==> src/rtl/button_bank_debouncer.sv <==
// Bank of independent button channels: 2-flop synchronizer, stability-count
// debounce, edge pulses and short/long/auto-repeat press classification.

module button_bank_debouncer_lane #(
    parameter int unsigned DEBOUNCE_CYC = 1000000,
    parameter int unsigned LONG_CYC     = 50000000,
    parameter int unsigned REPEAT_CYC   = 10000000,
    parameter bit          RPT_EN       = 1'b0
) (
    input  logic clk,
    input  logic reset,
    input  logic btn,
    output logic btn_state,
    output logic btn_pedge,
    output logic btn_nedge,
    output logic btn_short,
    output logic btn_long,
    output logic btn_rpt
);
    localparam int DB_W   = $clog2(DEBOUNCE_CYC + 1);
    localparam int HOLD_W = $clog2(LONG_CYC + 1);
    localparam int RPT_W  = $clog2(REPEAT_CYC + 1);

    typedef enum logic [1:0] {IDLE, PRESSED, LONG} fsm_t;

    logic [1:0]        sync_q;
    logic              s;
    logic [DB_W-1:0]   db_cnt_q, db_cnt_d;
    logic              state_d;
    logic              db_hit, rise, fall;
    fsm_t              fsm_q, fsm_d;
    logic [HOLD_W-1:0] hold_q, hold_d;
    logic [RPT_W-1:0]  rpt_cnt_q, rpt_cnt_d;
    logic              short_d, long_d, rpt_d;

    assign s = sync_q[1];

    // A level change is accepted only after DEBOUNCE_CYC consecutive mismatches.
    always_comb begin
        db_hit   = (s != btn_state) && (db_cnt_q == DB_W'(DEBOUNCE_CYC - 1));
        state_d  = db_hit ? s : btn_state;
        db_cnt_d = db_cnt_q + 1'b1;
        if (s == btn_state || db_hit)
            db_cnt_d = '0;
        rise = state_d & ~btn_state;
        fall = ~state_d & btn_state;
    end

    always_comb begin
        fsm_d     = fsm_q;
        hold_d    = hold_q;
        rpt_cnt_d = rpt_cnt_q;
        short_d   = 1'b0;
        long_d    = 1'b0;
        rpt_d     = 1'b0;
        case (fsm_q)
            IDLE: begin
                if (rise) begin
                    fsm_d  = PRESSED;
                    hold_d = '0;
                    rpt_d  = RPT_EN;
                end
            end
            PRESSED: begin
                // Release wins over reaching the long threshold on the same edge.
                if (fall) begin
                    fsm_d   = IDLE;
                    short_d = 1'b1;
                end else if (hold_q == HOLD_W'(LONG_CYC - 2)) begin
                    fsm_d     = LONG;
                    hold_d    = hold_q + 1'b1;
                    rpt_cnt_d = '0;
                    long_d    = 1'b1;
                    rpt_d     = RPT_EN;
                end else begin
                    hold_d = hold_q + 1'b1;
                end
            end
            LONG: begin
                if (fall) begin
                    fsm_d = IDLE;
                end else begin
                    if (hold_q != HOLD_W'(LONG_CYC))
                        hold_d = hold_q + 1'b1;
                    if (rpt_cnt_q == RPT_W'(REPEAT_CYC - 1)) begin
                        rpt_cnt_d = '0;
                        rpt_d     = RPT_EN;
                    end else begin
                        rpt_cnt_d = rpt_cnt_q + 1'b1;
                    end
                end
            end
            default: fsm_d = IDLE;
        endcase
    end

    always_ff @(posedge clk) begin
        if (reset) begin
            sync_q    <= '0;
            db_cnt_q  <= '0;
            btn_state <= 1'b0;
            fsm_q     <= IDLE;
            hold_q    <= '0;
            rpt_cnt_q <= '0;
            btn_pedge <= 1'b0;
            btn_nedge <= 1'b0;
            btn_short <= 1'b0;
            btn_long  <= 1'b0;
            btn_rpt   <= 1'b0;
        end else begin
            sync_q    <= {sync_q[0], btn};
            db_cnt_q  <= db_cnt_d;
            btn_state <= state_d;
            fsm_q     <= fsm_d;
            hold_q    <= hold_d;
            rpt_cnt_q <= rpt_cnt_d;
            btn_pedge <= rise;
            btn_nedge <= fall;
            btn_short <= short_d;
            btn_long  <= long_d;
            btn_rpt   <= rpt_d;
        end
    end
endmodule

module button_bank_debouncer #(
    parameter int unsigned      N_BTN        = 6,
    parameter int unsigned      DEBOUNCE_CYC = 1000000,
    parameter int unsigned      LONG_CYC     = 50000000,
    parameter int unsigned      REPEAT_CYC   = 10000000,
    parameter logic [N_BTN-1:0] REPEAT_MASK  = 6'b000100
) (
    input  logic             clk,
    input  logic             reset,
    input  logic [N_BTN-1:0] btn,
    output logic [N_BTN-1:0] btn_state,
    output logic [N_BTN-1:0] btn_pedge,
    output logic [N_BTN-1:0] btn_nedge,
    output logic [N_BTN-1:0] btn_short,
    output logic [N_BTN-1:0] btn_long,
    output logic [N_BTN-1:0] btn_rpt
);
    for (genvar i = 0; i < int'(N_BTN); i++) begin : g_lane
        button_bank_debouncer_lane #(
            .DEBOUNCE_CYC(DEBOUNCE_CYC),
            .LONG_CYC    (LONG_CYC),
            .REPEAT_CYC  (REPEAT_CYC),
            .RPT_EN      (REPEAT_MASK[i])
        ) u_lane (
            .clk      (clk),
            .reset    (reset),
            .btn      (btn[i]),
            .btn_state(btn_state[i]),
            .btn_pedge(btn_pedge[i]),
            .btn_nedge(btn_nedge[i]),
            .btn_short(btn_short[i]),
            .btn_long (btn_long[i]),
            .btn_rpt  (btn_rpt[i])
        );
    end
endmodule
==> config.mk <==
export PLATFORM = sky130hd
export DESIGN_NAME = button_bank_debouncer
export DESIGN_NICKNAME = d
export VERILOG_FILES = /design/src/rtl/button_bank_debouncer.sv
export SDC_FILE = /design/constraint.sdc
export NUM_CORES = 1
export LEC_CHECK = 0
export CORE_AREA = 4 4 198 200
export CTS_CLUSTER_DIAMETER = 150
export CTS_CLUSTER_SIZE = 40
export DETAILED_ROUTE_END_ITERATION = 10
export DIE_AREA = 0 0 202 204
export DONT_BUFFER_PORTS = 1
export HOLD_SLACK_MARGIN = 0.1
export MAX_ROUTING_LAYER = met4
export PLACE_DENSITY_LB_ADDON = 0.08
export SETUP_SLACK_MARGIN = 0.1
export SYNTH_ARGS = -nofsm -noshare
export SYNTH_HDL_FRONTEND = slang
export SYNTH_HIERARCHICAL = 1
export SYNTH_SLANG_ARGS = --single-unit
==> constraint.sdc <==
create_clock -name clk -period 5.2 [get_ports clk]
set_input_delay 0 -clock clk [delete_from_list [all_inputs] [get_ports clk]]
set_output_delay 0 -clock clk [all_outputs]
set_load 0.01 [all_outputs]
Word-level counts from Yosys, hierarchy flattened:

Index checks and enable logic that the tools add are counted.

* output and inout port bits: 36
* input port bits: 8
* register bits: 355

* add/subtract/negate cells: 13
* mux-type cells: 88
* equality and inequality tests: 80
* reductions and logical operators: 55
* bitwise operators: 30

Operators by type and width (number)
* 2-to-1 mux 26 bit: 24
* one-hot mux 26 bit (3 select lines): 6
* adder 26 x 1 -> 26 bit (second input constant): 6
* == test 26 bit (second input constant): 6
* inequality test 26 bit (second input constant): 6
* adder 20 x 1 -> 20 bit (second input constant): 6
* == test 20 bit (second input constant): 6
* 2-to-1 mux 24 bit: 4
* 2-to-1 mux 2 bit: 24
* one-hot mux 24 bit (2 select lines): 1
* inequality test 2 x 1 -> 1 bit (second input constant): 19
* one-hot mux 2 bit (3 select lines): 6
* AND reduction 5 bit: 6
* adder 24 x 1 -> 24 bit (second input constant): 1
* == test 24 bit (second input constant): 1
* inequality test 2 bit (second input constant): 12
* OR reduction 2 bit: 12
* 2-to-1 mux 1 bit: 22
* inequality test 3 x 1 -> 1 bit (second input constant): 6
* inverter 1 bit: 18
* AND reduction 3 bit: 6
* nonzero test 3 bit: 6
* OR reduction 3 bit: 5
* bitwise AND 1 bit: 12
* 10 further kinds: 45

Longest topological paths before layout:

* depth in word-level cells: 7
* mapped depth: 10
* gate-level depth less buffers: 8

Cells and area by module:

Netlist, hierarchy kept.

Modules (own cells, without submodules)
* button_bank_debouncer_lane (g_lane[0].u_lane ...): area each 2798.9 um2, instances 4, seq. area each 1101.1 um2, cells an instance 343
* button_bank_debouncer_lane (g_lane[2].u_lane): area each 4141.5 um2, instances 1, seq. area each 1601.5 um2, cells an instance 508
* button_bank_debouncer_lane (g_lane[5].u_lane): area each 2891.5 um2, instances 1, seq. area each 1101.1 um2, cells an instance 352

Worst setup path after synthesis:

No wires, ideal clock.

* path kind: register to register
* start: reg g_lane[5].u_lane.hold_q[8]
* end: reg g_lane[5].u_lane.fsm_q[0]
* path slack: 2899 ps
* stages on the path, launching flop included: 7
* arrival: 2214 ps
* clock period less this slack: 2301 ps
* data required time: 5113 ps
* setup time: 87 ps
* cells stage by stage: dfxtp_1 or4_1 or4_4 nor4_4 nor2_1 or4_1 o31ai_1

* word-level cells in the longest chain between the ends: 3

RTL lines
* start: declaration: RTL line 32 `logic [HOLD_W-1:0] hold_q, hold_d;`
* start signal: assignment: RTL line 115 `hold_q <= hold_d;`
* == test 26 bit: RTL line 69 `end else if (hold_q == HOLD_W'(LONG_CYC - 2)) begin`
* inequality test 3 x 1 -> 1 bit (no line)
* AND reduction 3 bit (no line)
* end signal: assignment: RTL line 114 `fsm_q <= fsm_d;`
* end: declaration: RTL line 31 `fsm_t fsm_q, fsm_d;`

No other way between the ends.
A chain may end at the register's enable or synchronous reset.

Worst setup path in the final report:

* start: reg g_lane[5].u_lane.fsm_q[1]
* end: reg g_lane[5].u_lane.hold_q[8]

* word-level cells in the longest chain between the ends: 3
* elaborated cells on any way between the ends: 10
* classes of those cells: 6 x eq/ne; 1 x mux; 3 x reduce/logical

RTL lines
* == test 2 bit, or another cell as far along
* inequality test 2 bit (no line), or another cell as far along
* AND reduction 5 bit (no line)

Several ways; a longest one is shown, not always the timed one.

==> key figures <==
Yosys
  • Number of synthesized register bits: 355
  • Dominant synthesized flop cell: dfxtp_1
  • Mean area per synthesized cell: 8.167 µm²
  • Yosys top cell by area: dfxtp_1
  • Commonest cells in the netlist: dfxtp_1 (355), nor2_1 (276), nand2_1 (176), a21oi_1 (155), nand3_1 (137)
  • Ys async rst share: 0%
  • Most common cell in the netlist: dfxtp_1
  • Syn Nets: 2289
  • Number of flops mapped to enable cells by yosys: 0
  • Synth Cell Area: 18230 µm²
  • Ys Warns: 6
  • Yosys cell types: 86
  • Post-synth top area share: 38.99%
  • Synth area leaders: dfxtp_1 (39%), nor2_1 (5.7%), a21oi_1 (4.3%), nand3_1 (3.8%), nand2_1 (3.6%)
  • Sequential cell area fraction in the yosys report: 38.99%
  • Gate Count Post-Synth: 2232

Placement
  • DP Area: 18380 µm²
  • Post-place setup slack: 2.118 ns
  • DP HPWL: 26.49 mm
  • Number of I/O port buffers: 0
  • Gpl congestion: 0.8225

Critical path
  • Crit-path cells: inv_1 -> ha_1 -> inv_1 -> or4_1 -> a21oi_1 -> dlygate4sd3_1
  • Worst reg2reg setup slack: 2.13 ns
  • Startpoint Class: register
  • WP data required: 5.69 ns
  • CP max stage delay: 0.83 ns
  • Critical path arrival: 3.55 ns
  • RR Endpoint: g_lane[5].u_lane/hold_q[8]$_SDFFE_PP0P_
  • Crit Path Class: register to register
  • Critical Path Fanout Max: 25
  • Cell family with most CP delay: buffers and inverters
  • Bufs and invs on worst path: 3
  • Worst r2r path cells: 6
  • Slowest-stage cell, CP: ha_1
  • Reg2reg start: g_lane[5].u_lane/fsm_q[1]$_SDFFE_PP0P_
  • Most used cell, CP: inv_1
  • Crit path depth: 6
  • CP Capture Type: register

STA
  • Unrepaired setup endpoints after global routing: no
  • Final worst path period share: 58.95%
  • Fmax: 326.2 MHz
  • Hold Slack: 0.1016 ns
  • Final critical-path setup slack: 2.135 ns
  • Max-slew violation count: 0
  • Post-layout min period: 3.065 ns
  • Total negative slack: 0 ns
  • Hold Violations, Final: 0
  • Worst Tran Pin Value: 1.084 ns
  • Endpoints failing setup: 0
  • Relative slew slack: 27.45%
  • Skew final: 0.02650 ns

Die
  • IO Count: 44
  • Rows: 71
  • Die ar.: 41210 µm²
  • Die Ht: 204 µm
  • Effective utilization at floorplan: 48.74%
  • Die X: 202 µm
  • Core ar.: 37400 µm²

Layout
  • Final net count: 2216
  • Diodes inserted: 0
  • FILL cells: 3630
  • Share of layout cells above drive strength 1: 3.381%
  • Final Cell Area: 18830 µm²
  • Layout Area Growth over Synthesis: 3.295%

Clock tree
  • CTS tree: built
  • H-tree Lvls: 1
  • CTS root buf: clkbuf_16
  • Clock buffer depth: 3
  • Cts bufs inserted: 12
  • Clk slew on worst S/H paths: 0.15 ns
  • Post-CTS setup buffer count: 0
  • Clock Latency Late Sink: 0.53 ns
  • Clk sinks: 355

Detailed routing
  • Vias per std cell: 5.730
  • Drt pass-1 iters: 6
  • Starting DRT DRC Count: 928
  • Drt total wl: 40.10 mm
  • Drt drc: 0
  • Wire per inst: 15.02 µm
  • Via count: 15300
  • Routed Antenna Nets: 0

Hold path
  • Worst hold stages: 2
  • HP Start: reset
  • HP Class: primary input to register
  • Hold EP: g_lane[1].u_lane/db_cnt_q[1]$_SDFF_PP0_

Global routing
  • Largest net degree at the start of global routing: 163
  • First-pass GRT wire length: 68.90 mm
  • Vias in the first global route: 14280
  • Total overflow reported by the global router: 0
  • Overall Global Routing Usage: 19.34%
  • Initial antenna violation count: 1

Power
  • Worst IR Drop VDD: 0.1899 mV
  • Power per cell area: 227.3 nW/µm²
  • LEAKAGE: 5.735 nW

Flow run
  • Max_cap viols: 0

Run status
  • Status: finished, final reports clean
==> report_power, final <==
part / total [W] / internal, W / switching (W)
combinational: 0.000255 / 0.0000758 / 0.000179
clock: 0.00128 / 0.000458 / 0.000824
sequential: 0.00274 / 0.00273 / 0.0000104
==> flip-flops by register name (all words and copies together), names as in the netlist <==
name,count
g_lane.u_lane/hold_q,156
g_lane.u_lane/db_cnt_q,120
g_lane.u_lane/rpt_cnt_q,24
g_lane.u_lane/fsm_q,12
g_lane.u_lane/sync_q,12
g_lane.u_lane/btn_long,6
g_lane.u_lane/btn_nedge,6
g_lane.u_lane/btn_pedge,6
g_lane.u_lane/btn_short,6
g_lane.u_lane/btn_state,6
g_lane.u_lane/btn_rpt,1
==> worst max path at each step <==
stage | slack [ns] | from | end
finish | 2.13 | g_lane[5].u_lane/fsm_q[1]$_SDFFE_PP0P_ | g_lane[5].u_lane/hold_q[8]$_SDFFE_PP0P_
global route | 1.90 | g_lane[1].u_lane/db_cnt_q[14]$_SDFF_PP0_ | g_lane[1].u_lane/hold_q[19]$_SDFFE_PP0P_
CTS | 2.13 | g_lane[2].u_lane/db_cnt_q[0]$_SDFF_PP0_ | g_lane[2].u_lane/hold_q[3]$_SDFFE_PP0P_
detailed placement | 2.12 | g_lane[2].u_lane/db_cnt_q[0]$_SDFF_PP0_ | g_lane[2].u_lane/hold_q[3]$_SDFFE_PP0P_
global placement | 2.22 | g_lane[2].u_lane/db_cnt_q[0]$_SDFF_PP0_ | g_lane[2].u_lane/hold_q[3]$_SDFFE_PP0P_
floorplan | 2.90 | g_lane[5].u_lane/hold_q[8]$_SDFFE_PP0P_ | g_lane[5].u_lane/fsm_q[0]$_SDFFE_PP0P_
==> area by class of cell <==
| type | count | area (µm²) | area share (%) |
|---|---|---|---|
| Timing Repair Buffer | 15 | 155.1 | 0.8240 |
| Clock inverter | 1 | 7.507 | 0.03987 |
| Sequential cell | 355 | 7107 | 37.74 |
| Multi-Input combinational cell | 1710 | 10350 | 54.97 |
| Tap cell | 511 | 639.4 | 3.396 |
| Inverter | 65 | 244.0 | 1.296 |
| Clock buffer | 13 | 325.3 | 1.728 |
==> cell families (layout without fill, tap and decap cells) <==
kind of cell / Yosys count / in the layout / synth area share, %
compound gates: 426 / 426 / 14.43
xor+xnor: 116 / 116 / 5.573
fa+ha+maj: 49 / 49 / 3.363
buf+inv: 167 / 94 / 4.228
flops: 355 / 355 / 38.99
mux: 16 / 16 / 0.8854
other cells: 5 / 5 / 0.1030
simple gates: 1098 / 1098 / 32.43
==> per-layer routing <==
layer  vias to the layer above  routed length, µm  track usage (%)
li1                       7843                  -                -
met1                      7224              19740            26.00
met2                       203              18820            32.71
met3                        30               1103            1.666
met4                         0                435            3.003
met5                         -                  0                -
==> per-stage QoR <==
stage / std cells / util [%] / power (W)
final: 2670 / 50.35 / 0.004279
after global routing: 2670 / 50.35 / 0.004462
after CTS: 2670 / 50.35 / 0.004354
after detailed placement: 2646 / 49.14 / 0.003025
after global placement: 2646 / 49.14 / 0.003023
after floorplan: 2232 / - / 0.002996
==> repair_timing <==
| action | CTS | global route |
|---|---|---|
| endpoints found under the hold margin | 236 | 0 |
| hold buffers | 10 | 0 |
| gates resized for setup | 0 | 0 |
==> cells in the final DEF (no fill, tap or decap), types with 15 or more instances in the layout <==
master,n
dfxtp_1,355
nor2_1,276
nand2_1,176
a21oi_1,155
nand3_1,137
o21ai_0,96
xnor2_1,72
nand4_1,67
inv_1,64
and3_1,60
nor3_1,54
ha_1,49
xor2_1,44
nor2b_1,42
or4_1,39
and2_1,36
a31oi_1,34
or3_1,32
nand2b_1,29
nor4_1,27
nand4b_1,24
and4_1,19
o21a_1,17
mux2i_1,15
Note: power is estimated with default switching activity, not from simulation.
